--- src/rtl/branch_pkg.sv ---
// branch_pkg: shared types for the EX-stage branch resolution slice
package branch_pkg;
    localparam int BHR_SIZE = 7;
    typedef struct packed {
        logic [31:0]         pc;
        logic [BHR_SIZE-1:0] bhr;
        logic                taken;
        logic                glob_correct;
        logic                loc_correct;
    } bp_update_t;
    typedef enum logic {RUN, SQUASH} resolve_state_e;
endpackage

--- src/rtl/branch_resolve_unit_fifo.sv ---
// bp_update_fifo: synchronous FIFO of predictor training records, no fall-through
module bp_update_fifo
    import branch_pkg::*;
#(
    parameter int DEPTH = 4,
    localparam int AW = $clog2(DEPTH),
    localparam int CW = AW + 1
) (
    input  logic          clk,
    input  logic          rst,
    input  logic          push,
    input  bp_update_t    din,
    input  logic          pop,
    output bp_update_t    dout,
    output logic [CW-1:0] count,
    output logic          full,
    output logic          empty
);
    bp_update_t mem [DEPTH];
    logic [AW-1:0] wr_ptr, rd_ptr;
    logic do_push, do_pop;
    assign full    = count == CW'(DEPTH);
    assign empty   = count == '0;
    assign do_push = push & ~full;
    assign do_pop  = pop & ~empty;
    assign dout    = empty ? '0 : mem[rd_ptr];
    always_ff @(posedge clk)
        if (do_push) mem[wr_ptr] <= din;
    always_ff @(posedge clk or negedge rst) begin
        if (!rst) begin
            wr_ptr <= '0;
            rd_ptr <= '0;
            count  <= '0;
        end else begin
            wr_ptr <= wr_ptr + AW'(do_push);
            rd_ptr <= rd_ptr + AW'(do_pop);
            count  <= count + CW'(do_push) - CW'(do_pop);
        end
    end
endmodule

--- src/rtl/branch_resolve_unit.sv ---
// branch_resolve_unit: resolves EX branches, redirects on mispredict, queues predictor training
module branch_resolve_unit
    import branch_pkg::*;
#(
    parameter int QUEUE_DEPTH   = 4,
    parameter int SQUASH_CYCLES = 2
) (
    input  logic                clk,
    input  logic                rst,
    input  logic                valid_branch_ex,
    input  logic                is_branch_ex,
    input  logic                is_jump_ex,
    input  logic                cmp_out_ex,
    input  logic [31:0]         pc_ex,
    input  logic [31:0]         branch_pc_ex,
    input  logic [31:0]         predicted_pc_ex,
    input  logic [BHR_SIZE-1:0] bhr_ex,
    input  logic                glob_predict_taken_ex,
    input  logic                loc_predict_taken_ex,
    output logic                stall_ex,
    output logic                redirect,
    output logic [31:0]         redirect_pc,
    output logic                bhr_restore_valid,
    output logic [BHR_SIZE-1:0] bhr_restore,
    output logic                upd_valid,
    input  logic                upd_ready,
    output logic [31:0]         upd_pc,
    output logic [BHR_SIZE-1:0] upd_bhr,
    output logic                upd_taken,
    output logic                upd_glob_correct,
    output logic                upd_loc_correct,
    output logic                upd_chooser_en,
    output logic [31:0]         branch_cnt,
    output logic [31:0]         mispredict_cnt
);
    localparam int CW = $clog2(QUEUE_DEPTH) + 1;
    localparam int SW = $clog2(SQUASH_CYCLES + 1);
    resolve_state_e state;
    logic [SW-1:0] sq_cnt;
    logic [CW-1:0] count;
    logic full, empty, accept, actual_taken, mispredict;
    logic [31:0] actual_next;
    bp_update_t enq, head;
    assign stall_ex     = count == CW'(QUEUE_DEPTH);
    assign accept       = valid_branch_ex & ~stall_ex & (state == RUN);
    assign actual_taken = is_jump_ex | (is_branch_ex & cmp_out_ex);
    assign actual_next  = actual_taken ? branch_pc_ex : pc_ex + 32'd4;
    assign mispredict   = accept & (actual_next != predicted_pc_ex);
    assign enq = '{pc: pc_ex, bhr: bhr_ex, taken: actual_taken,
                   glob_correct: glob_predict_taken_ex == actual_taken,
                   loc_correct: loc_predict_taken_ex == actual_taken};
    bp_update_fifo #(.DEPTH(QUEUE_DEPTH)) u_fifo (
        .clk   (clk),
        .rst   (rst),
        .push  (accept & is_branch_ex & ~full),
        .din   (enq),
        .pop   (upd_valid & upd_ready),
        .dout  (head),
        .count (count),
        .full  (full),
        .empty (empty)
    );
    assign upd_valid        = ~empty;
    assign upd_pc           = head.pc;
    assign upd_bhr          = head.bhr;
    assign upd_taken        = head.taken;
    assign upd_glob_correct = head.glob_correct;
    assign upd_loc_correct  = head.loc_correct;
    assign upd_chooser_en   = head.glob_correct ^ head.loc_correct;
    always_ff @(posedge clk or negedge rst) begin
        if (!rst) begin
            state             <= RUN;
            sq_cnt            <= '0;
            redirect          <= 1'b0;
            redirect_pc       <= '0;
            bhr_restore_valid <= 1'b0;
            bhr_restore       <= '0;
            branch_cnt        <= '0;
            mispredict_cnt    <= '0;
        end else begin
            redirect          <= mispredict;
            bhr_restore_valid <= mispredict;
            branch_cnt        <= branch_cnt + 32'(accept);
            mispredict_cnt    <= mispredict_cnt + 32'(mispredict);
            if (mispredict) begin
                redirect_pc <= actual_next;
                bhr_restore <= is_branch_ex ? {bhr_ex[BHR_SIZE-2:0], actual_taken} : bhr_ex;
            end
            if (state == RUN) begin
                if (mispredict) begin
                    state  <= SQUASH;
                    sq_cnt <= SW'(SQUASH_CYCLES);
                end
            end else begin
                sq_cnt <= sq_cnt - 1'b1;
                if (sq_cnt == SW'(1)) state <= RUN;
            end
        end
    end
endmodule

--- config.mk ---
export PLATFORM = sky130hd
export DESIGN_NAME = branch_resolve_unit
export DESIGN_NICKNAME = d
export VERILOG_FILES = /design/src/rtl/branch_pkg.sv /design/src/rtl/branch_resolve_unit_fifo.sv /design/src/rtl/branch_resolve_unit.sv
export SDC_FILE = /design/constraint.sdc
export NUM_CORES = 1
export LEC_CHECK = 0
export BUFFER_PORTS_ARGS = -buffer_cell sky130_fd_sc_hd__buf_4
export CAP_MARGIN = 10
export CELL_PAD_IN_SITES_DETAIL_PLACEMENT = 0
export CELL_PAD_IN_SITES_GLOBAL_PLACEMENT = 2
export CORE_ASPECT_RATIO = 0.7
export CORE_MARGIN = 4
export CORE_UTILIZATION = 35
export DETAILED_ROUTE_END_ITERATION = 10
export GPL_TIMING_DRIVEN = 1
export PLACE_DENSITY_LB_ADDON = 0.25
export SYNTH_ARGS = -nofsm -noshare
export SYNTH_HDL_FRONTEND = slang
export SYNTH_SLANG_ARGS = --single-unit
--- constraint.sdc ---
create_clock -name clk -period 5.8 [get_ports clk]
set_input_delay 0.29 -clock clk [delete_from_list [all_inputs] [get_ports clk]]
set_output_delay 0.29 -clock clk [all_outputs]
set_load 0.01 [all_outputs]
-- Word-level counts from Yosys, hierarchy flattened
Memory sizes are Yosys's and may differ from the RTL's.
Index checks and enable logic that the tools add are counted.
- register bits after elaboration: 114
- RAM bits: 168
- bits of input ports: 112
- output and inout port bits: 150
- logic and storage cells: 50
- memories: 1
- memories (name ; depth ; bits a word ; read ports ; clocked after memory_dff ; wr ports ; line ; RTL):
    u_fifo.mem ; 4 ; 42 ; 1 ; 0 ; 1 ; branch_resolve_unit_fifo.sv:19 ; bp_update_t mem [DEPTH];
- add/sub/neg operators: 8
- equal/unequal tests: 5
- muxes and demuxes: 10
- bitwise operators: 14
- reduce and logical (&&, ||, !) cells: 2
- operator list (cell ; count):
    32-bit by 1-bit adder with 32-bit output ; 2
    42-bit two-way mux ; 1
    32-bit by 3-bit adder with 32-bit output (second input constant) ; 1
    32-bit two-way mux ; 1
    32-bit != test ; 1
    1-bit bitwise AND ; 9
    7-bit two-way mux ; 1
    1-bit two-way mux ; 5
    2-bit by 1-bit adder with 2-bit output ; 2
    2-bit two-way mux ; 2
    3-bit by 1-bit adder with 3-bit output ; 1
    3-bit equality test (second input constant) ; 1
    3-bit logical NOT ; 1
    1-bit inverter ; 3
    3-bit by 1-bit subtractor with 3-bit output ; 1
    1-bit equality test ; 2
    2-bit by 1-bit equality test with 1-bit output (second input constant) ; 1
    2-bit nonzero test ; 1
    2-bit by 1-bit subtractor with 2-bit output (second input constant) ; 1
    1-bit bitwise OR ; 1
    1-bit bitwise XOR ; 1

-- Logic depth before layout (Yosys ltp)
Gate-level depths: netlist of run 1.
- depth after elaboration: 9
- depth in mapped cells: 22
- depth with buffers taken out: 19

-- Hierarchy
From an unflattened synthesis of run 1, not the netlist that was laid out.
- cell total of the unflattened synthesis: 1000
- area, all modules: 13579.3 sq um
- by module, submodules not included (module ; times used ; cells each ; area each (sq um) ; sequential area each (sq um)):
    branch_resolve_unit ; 1 ; 704 ; 6832.8 ; 2677.6
    bp_update_fifo ; 1 ; 296 ; 6746.5 ; 5220.0

-- Worst setup path before layout of run 1
No wires, ideal clock.
- path kind: input to register
- start point: input port pc_ex[2]
- end point: register mispredict_cnt[28]
- setup time: 0.080 ns
- data arrival time: 4.759 ns
- data required time: 5.720 ns
- path slack: 0.961 ns
- stages: 20
- path through: ha_1 -> nand4_2 -> or4_4 -> nor4_1 -> mux2_2 -> o41ai_1 -> and4_4 -> nand4_2 -> o21ai_4 -> inv_6 -> buf_12 -> ha_1 -> ha_1 -> and3_1 -> and4_1 -> and4_1 -> and4_1 -> and4_1 -> nand3_1 -> xnor2_1
- longest elaborated chain between the ends: 5
- ends and longest elaborated chain (element ; line ; RTL):
    start, declared ; branch_resolve_unit.sv:14 ; input logic [31:0] pc_ex,
    32-bit by 3-bit adder with 32-bit output ; branch_resolve_unit.sv:47 ; assign actual_next = actual_taken ? branch_pc_ex : pc_ex + 32'd4;
    32-bit two-way mux ; branch_resolve_unit.sv:47 ;
    32-bit != test ; branch_resolve_unit.sv:48 ; assign mispredict = accept & (actual_next != predicted_pc_ex);
    1-bit bitwise AND ; branch_resolve_unit.sv:48 ;
    via mispredict ; branch_resolve_unit.sv:41 ; logic full, empty, accept, actual_taken, mispredict;
    32-bit by 1-bit adder with 32-bit output ; branch_resolve_unit.sv:84 ; mispredict_cnt <= mispredict_cnt + 32'(mispredict);
    end signal, assigned ; branch_resolve_unit.sv:84 ;
    end, declared ; branch_resolve_unit.sv:34 ; output logic [31:0] mispredict_cnt
The timed path passes the listed nets, and every way through them passes these cells.
A chain may end at the register's enable or synchronous reset.

-- Final worst setup path of run 1
- start point: input port pc_ex[2]
- end point: register mispredict_cnt[28]
- longest elaborated chain between the ends: 5
- ends and longest elaborated chain (element ; line):
    32-bit by 3-bit adder with 32-bit output ; branch_resolve_unit.sv:47
    32-bit two-way mux ; branch_resolve_unit.sv:47
    32-bit != test ; branch_resolve_unit.sv:48
    1-bit bitwise AND ; branch_resolve_unit.sv:48
    32-bit by 1-bit adder with 32-bit output ; branch_resolve_unit.sv:84
No other way between the ends.

==> summary.md, run 1 <==
| Metric | Value |
|---|---|
| Sequential-to-total area share from yosys stat | `58.4%` |
| CTS tree | `done` |
| Num CTS Buffers | `30` |
| XOR/XNOR Fraction of Synth Area | `7.45%` |
| Antenna violations before repair | `3` |
| Critical Path AT | `5820 ps` |
| Core Area | `37600 µm²` |
| Drt drc | `0` |
| Clock Skew | `13.9 ps` |
| Hold Fails Final Rpt | `0` |
| Synth Area in Compound Gates | `4.86%` |
| Crit path max fanout | `12` |
| Hpwl dp | `30.5 mm` |
| Via-to-Cell Ratio | `5.17` |
| Asr flop ratio synth | `40.4%` |
| H-tree lvl count | `1` |
| Clock Sinks | `282` |
| # IOs | `262` |
| Peak supply drop | `0.231 mV` |
| Synthesis-to-finish area growth | `27.8%` |
| Yosys warning total | `0` |
| GPL Wtd Cong | `0.902` |
| Die Y | `172 µm` |
| Routed Antenna Nets | `0` |
| Final wirelength | `41.8 mm` |
| Syn nets | `1120` |
| Largest net degree at the start of global routing | `70` |
| Max capacitance violation total | `0` |
| Clk_lat worst skew | `570 ps` |
| Share of cells above drive strength 1 | `32.5%` |
| Reg clk slew, reported paths | `60 ps` |
| Die W | `243 µm` |
| Fmax | `0.187 GHz` |
| Critical Path Source Type | `input port` |
| Critical path endpoint category | `flop` |
| Leak | `6.93 nW` |
| Mux contribution to synthesized area | `11.9%` |
| Grt total ovfl | `0` |
| Via count | `9366` |
| Synth cell types | `67` |
| Run status | `complete, no violations` |
| Synth Flop Type | `edfxtp_1` |
| Post-route minimum period | `5340 ps` |
| Flops & latches, synth | `282` |
| Vias in the first global route | `9614` |
| First-pass GRT wire length | `62.7 mm` |
| Count of pins over their slew limit | `0` |
| Final setup margin | `464 ps` |
| Port bufs | `261` |
| Initial DRC count | `761` |
| Largest family of logic cells by synthesized area | `simple AND/OR/NAND/NOR gates` |
| Post-Syn Area per Cell | `13.6 µm²` |
| Critical path class | `input port to flop` |
| Nets | `1420` |
| Worst min-delay path class | `input port to flop` |
| Slew margin rel. | `24.5%` |
| DR WL/cell | `23.1 µm` |
| Number of flops mapped to enable cells by yosys | `168` |
| Mapped Cells | `997` |
| Simple-gate area share of the yosys netlist | `13.4%` |
| Adder-cell area share of the yosys netlist | `1.07%` |
| Total GRT Usage | `19.7%` |
| Core Rows | `59` |
| Final setup violation count | `0` |
| Tcrit/Tclk final | `92.0%` |
| Pre-CTS setup slack | `470 ps` |
| CP required | `6280 ps` |
| Pre-antenna DRT Iters | `5` |
| CTS Root Cell | `clkbuf_16` |
| Max clock buf depth | `3` |
| Setup_tns | `0 ps` |
| Pwr Density | `399 nW/µm²` |
| RSZ-0062 raised after global routing | `no` |
| Die area | `41900 µm²` |
| Post-CTS setup buffer count | `0` |
| Post-Syn Area | `13500 µm²` |
| Starting density of the core | `35.9%` |
| Worst Tran Pin Value | `1130 ps` |
-- area by class of cell --
cell class,instances,area (µm²)
Multi-Input combinational cell,638,5260
Tap cell,488,611
Timing Repair Buffer,313,2430
Clock buffer,40,798
Clock inverter,16,143
Inverter,32,125
Antenna cell,2,5.00
Sequential cell,282,7900
Fill cell,3528,20400
-- metrics by stage --
| step | cell area (µm²) | power, mW | hold slack (ps) | utilization (%) | instances |
|---|---|---|---|---|---|
| after CTS | 17300 | 7.01 | 3.66 | 45.9 | 1809 |
| after floorplan | 13500 | 4.00 | -5.59 | - | 997 |
| after global placement | 16000 | 5.10 | 364 | 42.5 | 1721 |
| after global routing | 17300 | 7.27 | 16.7 | 45.9 | 1811 |
| after detailed placement | 16000 | 5.11 | 368 | 42.5 | 1721 |
| final | 17300 | 6.89 | 38.7 | 45.9 | 1811 |
-- per-layer routing --
layer  global-route usage [%]  vias to the layer above  routed length [µm]
li1                         -                     4294                   -
met1                     29.9                     4754               20400
met2                     30.0                      270               18300
met3                     3.84                       46                2430
met4                     3.41                        2                 633
met5                        0                        -                  20
-- flip-flops by register name (all words and copies together) (netlist names) --
signal and flops:
sq_cnt 2, mispredict_cnt 32, branch_cnt 32, u_fifo.rd_ptr 2, u_fifo.mem 168, u_fifo.wr_ptr 2
bhr_restore 7, state 1, bhr_restore_valid 1, redirect_pc 32, u_fifo.count 3
-- cell usage in the layout (no fill, tap or decap), types with 20 or more instances in the layout --
master and count:
buf_4 281, clkbuf_16 30, dfrtp_1 112, dlygate4sd3_1 32
edfxtp_1 168, inv_1 30, mux2_4 36, mux4_2 42
nand2_1 64, nand3_1 51, nand4_1 20, nor2_1 42
nor2b_1 54, o21ai_0 34, xnor2_1 77, xor2_1 38
-- worst max-delay path, stage by stage --
cell and delay, ps:
dlygate4sd3_1 560, buf_4 170, ha_1 250, nand4_2 190, or4_4 690, nor4_1 480
mux2_2 390, o41ai_1 310, and4_4 270, nand4_2 100, o21ai_4 230, inv_6 40
ha_1 220, ha_1 240, and3_1 220, and4_1 230, and4_1 230, and4_1 240
and4_1 250, nand3_1 110, xnor2_1 110
-- power breakdown --
part           total, mW  internal, mW  switching, mW
logic               2.34          1.26           1.08
registers           2.71          2.44          0.270
clock network       1.84          1.05          0.788
total               6.89          4.75           2.14
-- cell families (layout without fill, tap and decap cells) --
kind of cell | Yosys count | after routing
AO/OA/AOI/OAI | 99 | 99
XOR/XNOR | 115 | 115
adder cells (fa/ha/maj) | 11 | 11
buffers and inverters | 77 | 401
flip-flops | 282 | 282
multiplexers | 89 | 89
other | 0 | 2
AND/OR/NAND/NOR | 324 | 324
-- what timing repair did --
item                                   CTS  global route
hold buffers                            32             0
gates resized for setup                  0             0
endpoints found under the hold margin  168             0
-- synth_stat cells, types with 4 or more instances --
library cell,number,area share (%)
buf_12,4,0.59
xnor2_1,77,5.0
a31oi_1,4,0.19
clkbuf_1,24,0.67
edfxtp_1,168,37
nand3_1,51,1.9
nor4_1,7,0.32
and2_1,7,0.32
or4_1,5,0.28
mux4_2,42,7.0
inv_1,31,0.86
nor3b_1,7,0.39
mux2_2,8,0.67
mux2_4,36,4.0
nor3_1,8,0.30
nor2_1,42,1.2
or3_1,9,0.42
nand2b_1,5,0.23
ha_1,10,0.93
buf_1,10,0.28
dfrtp_1,114,21
xor2_1,38,2.5
nor2b_1,54,2.5
o22ai_1,5,0.23
nand2_1,64,1.8
and4_1,11,0.71
and3_1,18,0.83
nand4_1,20,0.93
o21ai_0,34,1.3
a21oi_1,16,0.59
-- final timing paths --
| kind | end | start | slack [ps] | cells after the start |
|---|---|---|---|---|
| min in group asynchronous | branch_cnt[27]$_DFF_PN0_ | rst | 300 | 2 |
| hold reg to reg | branch_cnt[31]$_DFF_PN0_ | branch_cnt[31]$_DFF_PN0_ | 490 | 1 |
| setup reg to reg | mispredict_cnt[28]$_DFF_PN0_ | u_fifo.count[2]$_DFF_PN0_ | 1850 | 13 |
| max in group asynchronous | redirect_pc[6]$_DFFE_PN0P_ | rst | 4100 | 3 |
| setup / recovery | mispredict_cnt[28]$_DFF_PN0_ | pc_ex[2] | 460 | 21 |
| hold / removal | u_fifo.mem[0][29]$_DFFE_PP_ | pc_ex[19] | 40 | 1 |
Note: power is estimated with default switching activity, not from simulation.
==> inputs of run 2 (changes only) <==
CORE_UTILIZATION = 38   (was 35)
==> summary.md, run 2 (synthesized netlist as in run 1, its figures left out) <==
| Metric | Value |
|---|---|
| Pre-antenna DRT Iters | `6 (+1)` |
| Crit-path max cell delay | `670 ps (-20 ps)` |
| # IOs | `262 (unchanged)` |
| DR WL/cell | `23.0 µm (-0.19%)` |
| Grt total ovfl | `0 (unchanged)` |
| Via-to-Cell Ratio | `5.23 (+1.2%)` |
| Core Util, Final | `49.7% (+3.8 points)` |
| Routed Antenna Nets | `0 (unchanged)` |
| Critical Path AT | `5870 ps (+50 ps)` |
| H-tree lvl count | `1 (unchanged)` |
| CTS Root Cell | `clkbuf_16` |
| Crit path buf inv count | `3 (unchanged)` |
| Clk_lat worst skew | `580 ps (about the same)` |
| Initial DRC count | `724 (-4.9%)` |
| Largest net degree at the start of global routing | `70 (unchanged)` |
| Num CTS Buffers | `30 (unchanged)` |
| Crit path cell chain | `dlygate4sd3_1 -> buf_4 -> ha_1 -> nand4_2 -> or4_4 -> nor4_1 -> mux2_2 -> o41ai_1 -> and4_4 -> nand4_2 -> o21ai_4 -> inv_6 -> ha_1 -> ha_1 -> and3_1 -> and4_1 -> and4_1 -> and4_1 -> and4_1 -> nand3_1 -> xnor2_1` |
| Hold slack | `56.3 ps (+17.6 ps)` |
| First-pass GRT wire length | `62.9 mm (+0.35%)` |
| Count of pins over their slew limit | `0 (unchanged)` |
| Core Area | `34900 µm² (-7.4%)` |
| Critical Path Source Type | `input port` |
| Nets | `1423 (+0.21%)` |
| Final wirelength | `41.5 mm (-0.85%)` |
| Vias in the first global route | `9699 (+0.88%)` |
| Antenna violations before repair | `2 (-1)` |
| Max clock buf depth | `3 (unchanged)` |
| Post-route minimum period | `5380 ps (+47.9 ps)` |
| Cts hold-fix bufs | `35 (+9.4%)` |
| Largest register FFs | `168 (unchanged)` |
| Top delay family on crit path | `simple AND/OR/NAND/NOR gates` |
| Critical path endpoint category | `flop` |
| Die area | `38700 µm² (-7.6%)` |
| Port bufs | `261 (unchanged)` |
| Tcrit/Tclk final | `92.8% (+0.83 points)` |
| Via count | `9417 (+0.54%)` |
| Filler Cells Inserted | `3095 (-12%)` |
| Worst Tran Pin Value | `1000 ps (-126 ps)` |
| Run status | `complete, no violations` |
| Drt drc | `0 (unchanged)` |
| Reg clk slew, reported paths | `60 ps (about the same)` |
| Hold Fails Final Rpt | `0 (unchanged)` |
| CTS tree | `done` |
| Starting density of the core | `38.8% (+2.9 points)` |
| Most frequent cells in the layout | `281 x buf_4, 168 x edfxtp_1, 112 x dfrtp_1, 77 x xnor2_1, 64 x nand2_1` |
| Setup_tns | `0 ps (unchanged)` |
| Post-CTS resize count | `0 (unchanged)` |
| Crit path max fanout | `12 (unchanged)` |
| Post-CTS setup buffer count | `0 (unchanged)` |
| Leak | `6.96 nW (+0.47%)` |
| Synthesis-to-finish area growth | `28.2%` |
| Core Rows | `57 (-3.4%)` |
| Die W | `233 µm (-3.9%)` |
| Fmax | `0.186 GHz (-0.89%)` |
| Leading cell type in the layout, fill and taps excluded | `buf_4` |
| Most used cell, CP | `and4_1` |
| Total GRT Usage | `21.3% (+1.6 points)` |
| Clock Sinks | `282 (unchanged)` |
| RSZ-0062 raised after global routing | `no` |
| Slew margin rel. | `33.0% (+8.6 points)` |
| Hpwl dp | `29.6 mm (-3.0%)` |
| GPL Wtd Cong | `0.928 (+2.9%)` |
| Max capacitance violation total | `0 (unchanged)` |
| Final setup violation count | `0 (unchanged)` |
| Worst min-delay path class | `input port to flop` |
| Pwr Density | `401 nW/µm² (+0.69%)` |
| Share of cells above drive strength 1 | `32.6% (+0.077 points)` |
| Top reg by flops | `u_fifo.mem` |
| CP required | `6280 ps (about the same)` |
| Peak supply drop | `0.250 mV (+8.4%)` |
| Slowest-stage cell, CP | `or4_4` |
| Clock Skew | `17.2 ps (+3.28 ps)` |
| Die Y | `166 µm (-3.8%)` |
| Critical path class | `input port to flop` |
run 2: layer usage:
metal  GRT usage [%]  part of all wire (%)  up-vias
li1                -                     -     4305
met1            33.2                    49     4775
met2            30.9                    43      289
met3            4.66                   6.6       48
met4            4.34                   2.1        0
met5               0                     0        -
run 2: worst paths after layout:
check / depth (start not counted) / to / slack, ps / startpoint
min in group asynchronous: 2 / branch_cnt[22]$_DFF_PN0_ / 320 / rst
worst max-delay path: 21 / mispredict_cnt[26]$_DFF_PN0_ / 420 / pc_ex[2]
worst max register to register: 14 / mispredict_cnt[26]$_DFF_PN0_ / 2300 / u_fifo.count[1]$_DFF_PN0_
worst min register to register: 1 / mispredict_cnt[31]$_DFF_PN0_ / 470 / mispredict_cnt[31]$_DFF_PN0_
worst min-delay path: 1 / u_fifo.mem[3][17]$_DFFE_PP_ / 60 / pc_ex[7]
max in group asynchronous: 3 / state$_DFF_PN0_ / 4080 / rst
run 2: final cells by class:
class	count	area [µm²]	share of cell area [%]
Inverter	32	125	0.722
Tap cell	472	591	3.41
Timing Repair Buffer	316	2460	14.2
Antenna cell	3	7.51	0.0433
Multi-Input combinational cell	638	5260	30.4
Sequential cell	282	7900	45.6
Clock inverter	19	188	1.08
Clock buffer	37	787	4.54
run 2: where the power goes:
group | switching (mW) | total, mW | internal [mW]
clock network | 0.808 | 1.91 | 1.10
logic | 1.07 | 2.34 | 1.26
registers | 0.275 | 2.71 | 2.44
total | 2.15 | 6.95 | 4.80
run 2: worst reg2reg max path, delay by kind of cell (launching register included):
family	cells	cell delay (ps)
AND/OR/NAND/NOR	8	2070
adder cells (fa/ha/maj)	2	450
flip-flops	1	440
buffers and inverters	2	240
XOR/XNOR	1	120
AO/OA/AOI/OAI	1	100
run 2: through the flow:
stage	cell area (µm²)	power [mW]	instances	setup slack, ps
after floorplan	13500	4.00	997	961
after global placement	16000	5.08	1705	624
after detailed placement	16000	5.10	1705	429
after CTS	17300	7.07	1796	478
after global routing	17300	7.33	1798	192
final	17300	6.95	1799	416
==> inputs of run 3 (changes only) <==
CORE_MARGIN = unset   (was 4)
SYNTH_HIERARCHICAL = 1   (was unset)
clock period = 5.35 ns   (was 5.8 ns; I/O delays follow)
==> summary.md, run 3 <==
| Metric | Value |
|---|---|
| Run status | `complete, no violations` |
| Filler Cells Inserted | `3138 (+1.4%)` |
| Synth cell types | `68 (+1.5%)` |
| Max capacitance violation total | `0 (unchanged)` |
| Pwr Density | `426 nW/µm² (+6.0%)` |
| Area contributors post-synth | `edfxtp_1 37%, dfrtp_1 21%, mux4_2 6.3%` |
| Largest net degree at the start of global routing | `59 (-16%)` |
| Post-route minimum period | `4590 ps` |
| Vias in the first global route | `9587 (-1.2%)` |
| Nets | `1415 (-0.56%)` |
| Hpwl dp | `28.6 mm (-3.4%)` |
| Post-CTS resize count | `0 (unchanged)` |
| Core Area | `34900 µm² (+0.20%)` |
| Number of flops mapped to enable cells by yosys | `168 (unchanged)` |
| Slew margin rel. | `24.0% (-9.0 points)` |
| Final setup violation count | `0 (unchanged)` |
| Fmax | `0.218 GHz` |
| H-tree lvl count | `1 (unchanged)` |
| Via-to-Cell Ratio | `5.22 (-0.37%)` |
| RSZ-0062 raised after global routing | `no` |
| Post-Syn Area | `13600 µm² (+0.48%)` |
| Starting density of the core | `38.9% (+0.11 points)` |
| Setup_tns | `0 ps (unchanged)` |
| Worst Tran Pin Value | `1140 ps (+135 ps)` |
| # IOs | `262 (unchanged)` |
| Die W | `228 µm (-2.3%)` |
| Die Y | `160 µm (-3.4%)` |
| Count of pins over their slew limit | `0 (unchanged)` |
| Final wirelength | `39.6 mm (-4.5%)` |
| Via count | `9335 (-0.87%)` |
| CP required | `5790 ps (-490 ps)` |
| Hold slack | `35.1 ps (-21.2 ps)` |
| First-pass GRT wire length | `60.5 mm (-3.8%)` |
| Reg clk slew, reported paths | `60 ps (about the same)` |
| Share of cells above drive strength 1 | `31.3% (-1.2 points)` |
| Peak supply drop | `0.252 mV (+0.62%)` |
| Total GRT Usage | `21.8% (+0.42 points)` |
| Synth Flop Type | `edfxtp_1` |
| Asr flop ratio synth | `40.4% (unchanged)` |
| Port bufs | `261 (unchanged)` |
| Core Util, Final | `49.2% (-0.48 points)` |
| Cts hold-fix bufs | `35 (unchanged)` |
| Post-CTS setup buffer count | `0 (unchanged)` |
| Tcrit/Tclk final | `85.7%` |
| DR WL/cell | `22.1 µm (-4.0%)` |
| Yosys warning total | `6 (+6)` |
| Post-Syn Area per Cell | `13.6 µm² (+0.18%)` |
| Drt drc | `0 (unchanged)` |
| Most frequent cells in the layout | `274 x buf_4, 168 x edfxtp_1, 112 x dfrtp_1, 88 x xnor2_1, 75 x nand2_1` |
| Most common cell in the netlist | `edfxtp_1` |
| CTS Root Cell | `clkbuf_16` |
| Critical Path AT | `5030 ps (-840 ps)` |
| Synthesis-to-finish area growth | `26.6%` |
| Clock Skew | `11.0 ps (-6.19 ps)` |
| Die area | `36500 µm² (-5.7%)` |
| Top reg by flops | `u_fifo/mem` |
| Cell taking the most area after synthesis | `edfxtp_1` |
| Largest register FFs | `168 (unchanged)` |
| Leading cell type in the layout, fill and taps excluded | `buf_4` |
| Num CTS Buffers | `29 (-3.3%)` |
| Mapped Cells | `1000 (+0.30%)` |
| Leak | `6.85 nW (-1.6%)` |
| Critical Path Source Type | `input port` |
| Critical path class | `input port to flop` |
| Clk_lat worst skew | `570 ps (about the same)` |
| Crit path max fanout | `10 (-2)` |
| Pwr Total | `7.31 mW (+5.2%)` |
| Post-synth top cells | `168 x edfxtp_1, 114 x dfrtp_1, 88 x xnor2_1, 75 x nand2_1, 46 x and2_1` |
| Core Rows | `57 (unchanged)` |
| Pre-antenna DRT Iters | `5 (-1)` |
| Clock Sinks | `282 (unchanged)` |
| Syn nets | `1121 (+0.089%)` |
| Critical path endpoint category | `flop` |
| Max clock buf depth | `3 (unchanged)` |
| Grt total ovfl | `0 (unchanged)` |
| Flops & latches, synth | `282 (unchanged)` |
| GPL Wtd Cong | `0.948 (+2.2%)` |
| Routed Antenna Nets | `0 (unchanged)` |
| Hold Fails Final Rpt | `0 (unchanged)` |
| CTS tree | `done` |
| Initial DRC count | `754 (+4.1%)` |
| Sequential-to-total area share from yosys stat | `58.2% (-0.28 points)` |
| Yosys top cell area share | `37.2% (-0.18 points)` |
| Worst min-delay path class | `input port to flop` |
| Antenna violations before repair | `3 (+1)` |
-- run 3: report_power, final --
group / internal (mW) / switching (mW) / total (mW)
sequential: 2.63 / 0.332 / 2.96
combinational: 1.39 / 1.09 / 2.47
clock: 1.02 / 0.858 / 1.88
total: 5.04 / 2.28 / 7.31
-- run 3: kinds of logic after synthesis --
kind of cell | synth area share (%)
and+or+nand+nor | 12.5
DFF | 58.2
xor gates and xnor gates | 8.75
AOI/OAI and AO/OA | 4.90
muxes | 11.8
buffers and inverters | 3.04
adders and majority gates | 0.885
-- run 3: routing by layer --
metal	GRT usage [%]	vias up	share of wire [%]
met1	34.4	4678	50
met2	30.4	324	41
met4	4.97	0	1.8
li1	-	4283	-
met3	4.09	50	6.4
met5	0	-	0
-- run 3: worst max-delay path, stage by stage --
cell	delay, ps
dlygate4sd3_1	560
buf_4	200
ha_1	270
nand3_1	160
nor4_4	550
nand4_1	270
xor2_1	250
nor2_1	110
or3_1	430
a2111oi_4	440
a21oi_4	120
ha_1	270
ha_1	250
nand2_1	110
nor2_1	110
and3_1	280
nand2b_1	170
nor2_1	70
xor2_1	140
-- run 3: final timing paths --
kind	cells past startpoint	endpoint	slack [ps]	start
setup / recovery	19	mispredict_cnt[28]$_DFF_PN0_	760	pc_ex[2]
hold / removal	1	u_fifo/mem[3][23]$_DFFE_PP_	40	pc_ex[13]
setup reg to reg	10	branch_cnt[28]$_DFF_PN0_	1920	u_fifo/count[2]$_DFF_PN0_
hold reg to reg	1	mispredict_cnt[31]$_DFF_PN0_	470	mispredict_cnt[31]$_DFF_PN0_
max in group asynchronous	3	u_fifo/rd_ptr[1]$_DFF_PN0_	3670	rst
min in group asynchronous	2	redirect_pc[27]$_DFFE_PN0P_	370	rst
-- run 3: area by class of cell --
| type | count | area (µm²) | share of cell area (%) |
|---|---|---|---|
| repair buffers | 309 | 2410 | 14.0 |
| inverters | 32 | 120 | 0.699 |
| well taps | 472 | 591 | 3.44 |
| multi-input cells | 640 | 5300 | 30.8 |
| clock inverters | 13 | 87.6 | 0.510 |
| clock buffers | 40 | 777 | 4.52 |
| flip-flops and latches | 282 | 7900 | 46.0 |
| diodes | 2 | 5.00 | 0.0291 |
-- run 3: metrics by stage --
stage	std cells	setup WS, ps	cell area (µm²)
floorplan	1000	348	13600
global placement	1700	889	16000
detailed placement	1700	846	16000
CTS	1788	837	17200
global route	1789	516	17200
finish	1790	763	17200
